<file path="config.mk">
export PLATFORM = sky130hd
export DESIGN_NAME = ring_tap_sweeper_flat
export DESIGN_NICKNAME = d
export VERILOG_FILES = /design/src/rtl/ring_osc_pkg.sv /design/src/rtl/ring_tap_sweeper_if.sv /design/src/rtl/edge_sync_counter.sv /design/src/rtl/ring_tap_sweeper.sv /design/src/flat_wrapper.sv
export SDC_FILE = /design/constraint.sdc
export NUM_CORES = 1
export LEC_CHECK = 0
export CAP_MARGIN = 10
export CORE_MARGIN = 3
export CORE_UTILIZATION = 58
export CTS_BUF_LIST = sky130_fd_sc_hd__clkbuf_4 sky130_fd_sc_hd__clkbuf_8
export CTS_CLUSTER_DIAMETER = 30
export CTS_CLUSTER_SIZE = 20
export DETAILED_ROUTE_END_ITERATION = 10
export PLACE_DENSITY = 0.9
export SLEW_MARGIN = 20
export SYNTH_ARGS = -nofsm -noshare
export SYNTH_HDL_FRONTEND = slang
export SYNTH_SLANG_ARGS = --single-unit
</file>
<file path="constraint.sdc">
create_clock -name clk -period 3.7 [get_ports clk]
set_input_delay 0.925 -clock clk [delete_from_list [all_inputs] [get_ports clk]]
set_output_delay 0.925 -clock clk [all_outputs]
set_load 0.05 [all_outputs]
</file>
<file path="src/rtl/ring_osc_pkg.sv">
// Shared types and constants for the tapped ring oscillator sweeper.
// The state encoding is fixed at 3 bits so that readout logic can decode it directly.
package ring_osc_pkg;

  localparam int TAP_W    = 4;
  localparam int NUM_TAPS = 16;

  typedef enum logic [2:0] {
    S_IDLE    = 3'd0,
    S_FLUSH   = 3'd1,
    S_SETTLE  = 3'd2,
    S_MEASURE = 3'd3,
    S_REPORT  = 3'd4
  } state_t;

  // Out-of-range tap indices saturate at the highest physical tap.
  function automatic logic [TAP_W-1:0] clamp_tap(input int tap);
    if (tap > NUM_TAPS - 1) begin
      clamp_tap = TAP_W'(NUM_TAPS - 1);
    end else begin
      clamp_tap = TAP_W'(tap);
    end
  endfunction

endpackage

</file>
<file path="src/rtl/ring_tap_sweeper_if.sv">
// Result channel from the sweeper to the VGA/readout logic.
// A result transfers on any cycle where res_valid and res_ready are both high.
interface ring_tap_sweeper_if
  import ring_osc_pkg::*;
#(
  parameter int COUNT_W = 16
);
  logic               res_valid;
  logic               res_ready;
  logic [TAP_W-1:0]   res_tap;
  logic [COUNT_W-1:0] res_count;

  modport master (
    output res_valid,
    output res_tap,
    output res_count,
    input  res_ready
  );

  modport slave (
    input  res_valid,
    input  res_tap,
    input  res_count,
    output res_ready
  );
endinterface

</file>
<file path="src/rtl/edge_sync_counter.sv">
// Synchronises the asynchronous ring_div input and counts its rising edges.
// count_next includes an edge seen this cycle so the caller can capture a final value.
module edge_sync_counter #(
  parameter int COUNT_W = 16
) (
  input  logic               clk,
  input  logic               rst_n,
  input  logic               ring_div,
  input  logic               clr,
  input  logic               en,
  output logic [COUNT_W-1:0] count_next
);
  localparam logic [COUNT_W-1:0] COUNT_MAX = {COUNT_W{1'b1}};
  localparam logic [COUNT_W-1:0] COUNT_ONE = {{(COUNT_W-1){1'b0}}, 1'b1};

  logic [2:0]         sync_r;
  logic               rise_s;
  logic [COUNT_W-1:0] count_r;
  logic [COUNT_W-1:0] count_next_s;

  // sync_r[1] is the second synchroniser stage, sync_r[2] the edge-detect history.
  assign rise_s = sync_r[1] & ~sync_r[2];

  // Saturating increment on each detected edge while enabled.
  always_comb begin
    count_next_s = count_r;
    if (en && rise_s && (count_r != COUNT_MAX)) begin
      count_next_s = count_r + COUNT_ONE;
    end else begin
      count_next_s = count_r;
    end
  end

  // Synchroniser shift chain and counter state.
  always_ff @(posedge clk or negedge rst_n) begin
    if (!rst_n) begin
      sync_r  <= 3'b000;
      count_r <= {COUNT_W{1'b0}};
    end else begin
      sync_r <= {sync_r[1:0], ring_div};
      if (clr) begin
        count_r <= {COUNT_W{1'b0}};
      end else begin
        count_r <= count_next_s;
      end
    end
  end

  assign count_next = count_next_s;

endmodule

</file>
<file path="src/rtl/ring_tap_sweeper.sv">
// Sequences the tapped ring oscillator: flush, settle, gated edge count, report.
// In sweep mode it steps taps 0..LAST_TAP; results leave over a valid/ready channel.
module ring_tap_sweeper
  import ring_osc_pkg::*;
#(
  parameter int FLUSH_CYCLES  = 16,
  parameter int SETTLE_CYCLES = 64,
  parameter int GATE_CYCLES   = 4096,
  parameter int COUNT_W       = 16,
  parameter int LAST_TAP      = 13
) (
  input  logic             clk,
  input  logic             rst_n,
  input  logic             start,
  input  logic             sweep,
  input  logic [TAP_W-1:0] tap_req,
  input  logic             abort,
  input  logic             ring_div,
  output logic             ring_ena,
  output logic [TAP_W-1:0] ring_tap,
  output logic             busy,
  ring_tap_sweeper_if.master res
);
  localparam int MAX_FS     = (FLUSH_CYCLES > SETTLE_CYCLES) ? FLUSH_CYCLES : SETTLE_CYCLES;
  localparam int MAX_CYCLES = (MAX_FS > GATE_CYCLES) ? MAX_FS : GATE_CYCLES;
  localparam int PH_W       = (MAX_CYCLES > 1) ? $clog2(MAX_CYCLES) : 1;

  localparam logic [PH_W-1:0]  FLUSH_LD  = PH_W'(FLUSH_CYCLES - 1);
  localparam logic [PH_W-1:0]  SETTLE_LD = PH_W'(SETTLE_CYCLES - 1);
  localparam logic [PH_W-1:0]  GATE_LD   = PH_W'(GATE_CYCLES - 1);
  localparam logic [PH_W-1:0]  PH_ONE    = {{(PH_W-1){1'b0}}, 1'b1};
  localparam logic [TAP_W-1:0] LAST_T    = clamp_tap(LAST_TAP);

  state_t             state_r;
  state_t             state_n;
  logic [PH_W-1:0]    phase_r;
  logic               phase_done_s;
  logic               meas_done_s;
  logic               sweep_r;
  logic               ring_ena_r;
  logic [TAP_W-1:0]   ring_tap_r;
  logic               busy_r;
  logic               res_valid_r;
  logic [TAP_W-1:0]   res_tap_r;
  logic [COUNT_W-1:0] res_count_r;
  logic [COUNT_W-1:0] cnt_next_s;
  logic               cnt_en_s;
  logic               cnt_clr_s;

  assign phase_done_s = (phase_r == {PH_W{1'b0}});
  assign cnt_en_s     = (state_r == S_MEASURE);
  assign cnt_clr_s    = (state_r != S_MEASURE);
  assign meas_done_s  = (state_r == S_MEASURE) && (state_n == S_REPORT);

  edge_sync_counter #(
    .COUNT_W (COUNT_W)
  ) u_counter (
    .clk        (clk),
    .rst_n      (rst_n),
    .ring_div   (ring_div),
    .clr        (cnt_clr_s),
    .en         (cnt_en_s),
    .count_next (cnt_next_s)
  );

  // State register.
  always_ff @(posedge clk or negedge rst_n) begin
    if (!rst_n) begin
      state_r <= S_IDLE;
    end else begin
      state_r <= state_n;
    end
  end

  // Next-state logic; abort overrides every busy state, and beats start in IDLE.
  always_comb begin
    state_n = state_r;
    if ((state_r != S_IDLE) && abort) begin
      state_n = S_IDLE;
    end else begin
      case (state_r)
        S_IDLE: begin
          if (start && !abort) state_n = S_FLUSH;
          else                 state_n = S_IDLE;
        end
        S_FLUSH: begin
          if (phase_done_s) state_n = S_SETTLE;
          else              state_n = S_FLUSH;
        end
        S_SETTLE: begin
          if (phase_done_s) state_n = S_MEASURE;
          else              state_n = S_SETTLE;
        end
        S_MEASURE: begin
          if (phase_done_s) state_n = S_REPORT;
          else              state_n = S_MEASURE;
        end
        S_REPORT: begin
          if (res_ready_accept()) begin
            if (sweep_r && (ring_tap_r < LAST_T)) state_n = S_FLUSH;
            else                                  state_n = S_IDLE;
          end else begin
            state_n = S_REPORT;
          end
        end
        default: state_n = S_IDLE;
      endcase
    end
  end

  function automatic logic res_ready_accept();
    res_ready_accept = res_valid_r && res.res_ready;
  endfunction

  // Shared phase down-counter, reloaded with the length of each timed state on entry.
  always_ff @(posedge clk or negedge rst_n) begin
    if (!rst_n) begin
      phase_r <= {PH_W{1'b0}};
    end else if (state_n != state_r) begin
      case (state_n)
        S_FLUSH:   phase_r <= FLUSH_LD;
        S_SETTLE:  phase_r <= SETTLE_LD;
        S_MEASURE: phase_r <= GATE_LD;
        default:   phase_r <= {PH_W{1'b0}};
      endcase
    end else if (!phase_done_s) begin
      phase_r <= phase_r - PH_ONE;
    end
  end

  // Registered outputs derived from the upcoming state; the tap only moves while the ring is off.
  always_ff @(posedge clk or negedge rst_n) begin
    if (!rst_n) begin
      sweep_r     <= 1'b0;
      ring_ena_r  <= 1'b0;
      ring_tap_r  <= {TAP_W{1'b0}};
      busy_r      <= 1'b0;
      res_valid_r <= 1'b0;
      res_tap_r   <= {TAP_W{1'b0}};
      res_count_r <= {COUNT_W{1'b0}};
    end else begin
      ring_ena_r <= (state_n == S_SETTLE) || (state_n == S_MEASURE);
      busy_r     <= (state_n != S_IDLE);
      if ((state_r == S_IDLE) && (state_n == S_FLUSH)) begin
        sweep_r    <= sweep;
        ring_tap_r <= sweep ? {TAP_W{1'b0}} : tap_req;
      end else if ((state_r == S_REPORT) && (state_n == S_FLUSH)) begin
        ring_tap_r <= ring_tap_r + {{(TAP_W-1){1'b0}}, 1'b1};
      end
      if (meas_done_s) begin
        res_valid_r <= 1'b1;
        res_tap_r   <= ring_tap_r;
        res_count_r <= cnt_next_s;
      end else if (state_n != S_REPORT) begin
        res_valid_r <= 1'b0;
      end
    end
  end

  assign ring_ena      = ring_ena_r;
  assign ring_tap      = ring_tap_r;
  assign busy          = busy_r;
  assign res.res_valid = res_valid_r;
  assign res.res_tap   = res_tap_r;
  assign res.res_count = res_count_r;

endmodule
</file>
<file path="src/flat_wrapper.sv">
// flat-port wrapper written by rule: the top's interface ports become plain ports
module ring_tap_sweeper_flat import ring_osc_pkg::*;
#(
  parameter int FLUSH_CYCLES  = 16,
  parameter int SETTLE_CYCLES = 64,
  parameter int GATE_CYCLES   = 4096,
  parameter int COUNT_W       = 16,
  parameter int LAST_TAP      = 13
)
  (clk, rst_n, start, sweep, tap_req, abort, ring_div, ring_ena, ring_tap, busy, res_res_valid, res_res_tap, res_res_count, res_res_ready);
  ring_tap_sweeper_if #(.COUNT_W(COUNT_W)) res_i ();
  input  logic clk;
  input  logic rst_n;
  input  logic start;
  input  logic sweep;
  input  logic [TAP_W-1:0] tap_req;
  input  logic abort;
  input  logic ring_div;
  output logic ring_ena;
  output logic [TAP_W-1:0] ring_tap;
  output logic busy;
  output wire logic [$bits(res_i.res_valid)-1:0] res_res_valid;
  output wire logic [$bits(res_i.res_tap)-1:0] res_res_tap;
  output wire logic [$bits(res_i.res_count)-1:0] res_res_count;
  input wire logic [$bits(res_i.res_ready)-1:0] res_res_ready;
  assign res_res_valid = res_i.res_valid;
  assign res_res_tap = res_i.res_tap;
  assign res_res_count = res_i.res_count;
  assign res_i.res_ready = res_res_ready;
  ring_tap_sweeper #(.FLUSH_CYCLES(FLUSH_CYCLES), .SETTLE_CYCLES(SETTLE_CYCLES), .GATE_CYCLES(GATE_CYCLES), .COUNT_W(COUNT_W), .LAST_TAP(LAST_TAP)) u_core (.clk(clk), .rst_n(rst_n), .start(start), .sweep(sweep), .tap_req(tap_req), .abort(abort), .ring_div(ring_div), .ring_ena(ring_ena), .ring_tap(ring_tap), .busy(busy), .res(res_i));
endmodule
</file>
==> results.sh <==
export IMPL_viasPerCell=5.85
export IMPL_ys_top_cells_by_area="dfrtp_1 (50%), xnor2_1 (6.2%), nand2_1 (4.3%), nor2_1 (3.8%), a21oi_1 (3.2%)"
export IMPL_cts_tree="yes"
export IMPL_cp_start_kind="register"
export IMPL_worstSetupPathType="reg2reg"
export IMPL_synth_flop_cell="dfrtp_1"
export IMPL_firstDrtPassIters=4
export IMPL_clk_latency_ns=0.34
export IMPL_powerDensity_nw_per_um2=547
export IMPL_drt_total_wl_mm=6.87
export IMPL_synthCells=328
export IMPL_overflow=0
export IMPL_grt_pass1_vias=2499
export IMPL_drc=0
export IMPL_yosysTopAreaCell="dfrtp_1"
export IMPL_drive_above_1_share_pct=7.97
export IMPL_seq_area_frac_synth_pct=49.7
export IMPL_antenna_found_initial=0
export IMPL_end_kind="register"
export IMPL_cts_repair_resized=0
export IMPL_fin_tns_setup_ns=0
export IMPL_root_buffer="clkbuf_8"
export IMPL_syn_num_nets=343
export IMPL_ir_worst_vdd_v=0.000406
export IMPL_htree_levels=3
export IMPL_dp_cells=420
export IMPL_async_reset_ff_share_pct=100
export IMPL_drtIter0Drc=198
export IMPL_chipWidth_um=79.4
export IMPL_arrival_ns=3.36
export IMPL_period_minus_slack_ns=3.14
export IMPL_synth_edf_count=0
export IMPL_wl_per_cell_um=15.8
export IMPL_hold_viol_final=0
export IMPL_yosysWarnings=0
export IMPL_io_buffers=37
export IMPL_grt_pass1_wl_mm=11.5
export IMPL_nets=376
export IMPL_rows=26
export IMPL_rsz0062_at_grt="false"
export IMPL_cts_made_buffers=9
export IMPL_dieArea_sq_um=6300
export IMPL_p_total_w=0.00200
export IMPL_required_ns=3.93
export IMPL_place_worst_setup_slack_ns=0.609
export IMPL_die_height_um=79.4
export IMPL_gp_congestion=0.844
export IMPL_grt_max_degree=63
export IMPL_worst_slack_ns=0.562
export IMPL_outcome="finished, final reports clean"
export IMPL_finClkSkew_ns=0.00824
export IMPL_syn_avg_cell_area_sq_um=9.51
export IMPL_synth_top_area_share_pct=49.7
export IMPL_vias=2540
export IMPL_layoutNonFillerInstCount=434
export IMPL_dp_hpwl_mm=4.69
export IMPL_hold_class="reg2reg"
export IMPL_fmax_mhz=319
export IMPL_clk_pin_slew_ns=0.07
export IMPL_coreArea_sq_um=5140
export IMPL_ant_nets=0
export IMPL_cp_max_fo=23
export IMPL_synth_cell_types=46
export IMPL_pin_count=38
export IMPL_syn_area_sq_um=3120
export IMPL_worst_pin_slew_ns=0.935
export IMPL_slew_violations=0
export IMPL_start_util_pct=60.7
export IMPL_grt_util_all_layers_pct=23.8
export IMPL_area_growth_synth_to_final_pct=17.1
export IMPL_max_cap_violations=0
export IMPL_p_leak_nw=1.52
export IMPL_period_share_pct=84.8
export IMPL_post_cts_buffers=0
export IMPL_cts_buffer_depth=2
export IMPL_setup_violations_final=0
export IMPL_cts_hold_buf=0
export IMPL_antenna_diode_count=0
export IMPL_max_slew_margin_pct=37.5
export IMPL_cts_sinks=62
export IMPL_ys_ff_latch=62
[power by group]
part           total [W]  leakage (nW)  internal, W  switching (W)
Clock           0.000515        0.0889     0.000267       0.000248
Sequential      0.000860         0.795     0.000766      0.0000934
Combinational   0.000625         0.640     0.000257       0.000368
Total            0.00200          1.52      0.00129       0.000710
[cell usage in the layout (no fill, tap or decap), types with 2 or more instances in the layout]
cell type         n
dfrtp_1          62
nand2_1          36
clkdlybuf4s50_1  36
nor2_1           32
xnor2_1          22
a21oi_1          20
o21ai_1          16
o21ai_0          15
nand3_1          14
inv_1            10
nor4_1           10
clkbuf_8         10
or2_2             6
or3_1             6
nor2b_1           4
ha_1              4
nor3_1            3
and3_1            3
nand4_1           3
a211oi_1          3
o22ai_1           3
a221oi_1          3
a32o_1            3
o31ai_1           3
or4_1             2
and3b_1           2
and4_1            2
nor3b_1           2
nor4b_1           2
a221o_1           2
xor2_1            2
mux2i_1           2
mux2_4            2
a22oi_1           2
clkbuf_4          2
clkinv_2          2
buf_4             2
[synthesized netlist by cell type, drive strengths merged, types with 3 or more instances]
cell type  instances
or3                7
or4                3
nor4              10
o21ai             31
nor2b              4
xnor2             22
a211oi             3
o31ai              3
o22ai              3
nand3             14
nand4              3
mux2               3
nor2              32
and3               3
clkbuf            11
a32o               3
buf                6
a221oi             3
a21oi             20
inv               10
nor3               3
or2                6
nand2             36
ha                 4
dfrtp             62
[critical path, stage by stage, from the launching register on]
cell and delay, ns:
dfrtp_1 0.37, inv_1 0.10, ha_1 0.26, or4b_1 0.53
or4_4 0.60, or3_1 0.73, mux2_4 0.43
[logic make-up after synthesis]
| group | count (synthesis) | synth area share, % |
|---|---|---|
| flops | 62 | 49.7 |
| simple gates | 133 | 21.7 |
| compound gates | 73 | 14.0 |
| fa+ha+maj | 4 | 1.60 |
| buf+inv | 27 | 4.33 |
| mux | 5 | 1.96 |
| xor+xnor | 24 | 6.74 |
[per-stage QoR]
| step | util [%] | hold slack (ns) | cell area [sq um] |
|---|---|---|---|
| floorplan | - | 0.331 | 3120 |
| global placement | 67.9 | 0.334 | 3490 |
| detailed placement | 67.9 | 0.337 | 3490 |
| CTS | 71.1 | 0.352 | 3650 |
| global route | 71.1 | 0.361 | 3650 |
| finish | 71.1 | 0.349 | 3650 |
[layer usage]
layer	wire length, um	track usage (%)	vias to the layer above
met1	3080	31.0	1220
li1	-	-	1227
met4	146	12.7	0
met3	328	4.88	14
met5	0	0	-
met2	3320	37.3	79
[final cells by class]
type	count	area, sq um
multi-input combinational	239	1430
clock inverter	2	10.0
tap	70	87.6
timing repair buffer	39	380
inverter	10	37.5
fill	400	1490
sequential	62	1550
clock buffer	12	153
[path summary, 6_finish.rpt]
check	from	to	slack (ns)	cells after the start
min	u_core.u_counter.sync_r[0]	u_core.u_counter.sync_r[1]	0.35	0
min reg2reg	u_core.u_counter.sync_r[0]	u_core.u_counter.sync_r[1]	0.35	0
max	u_core.phase_r[0]	u_core.res.res_tap[2]	0.56	6
min in group asynchronous	rst_n	u_core.sweep_r	0.73	2
max in group asynchronous	rst_n	u_core.phase_r[7]	2.45	2
max reg2reg	u_core.phase_r[0]	u_core.res.res_tap[2]	0.56	6
[registers in the layout (all words and copies together) (netlist names)]
| name | cells |
|---|---|
| u_core.u_counter.sync_r | 3 |
| u_core.ring_tap | 4 |
| u_core.state_r | 3 |
| u_core.busy | 1 |
| u_core.ring_ena | 1 |
| u_core.u_counter.count_r | 16 |
| u_core.sweep_r | 1 |
| u_core.phase_r | 12 |
| u_core.res.res_count | 16 |
| u_core.res.res_valid | 1 |
| u_core.res.res_tap | 4 |
No activity file was read; power rests on OpenSTA's default activity.
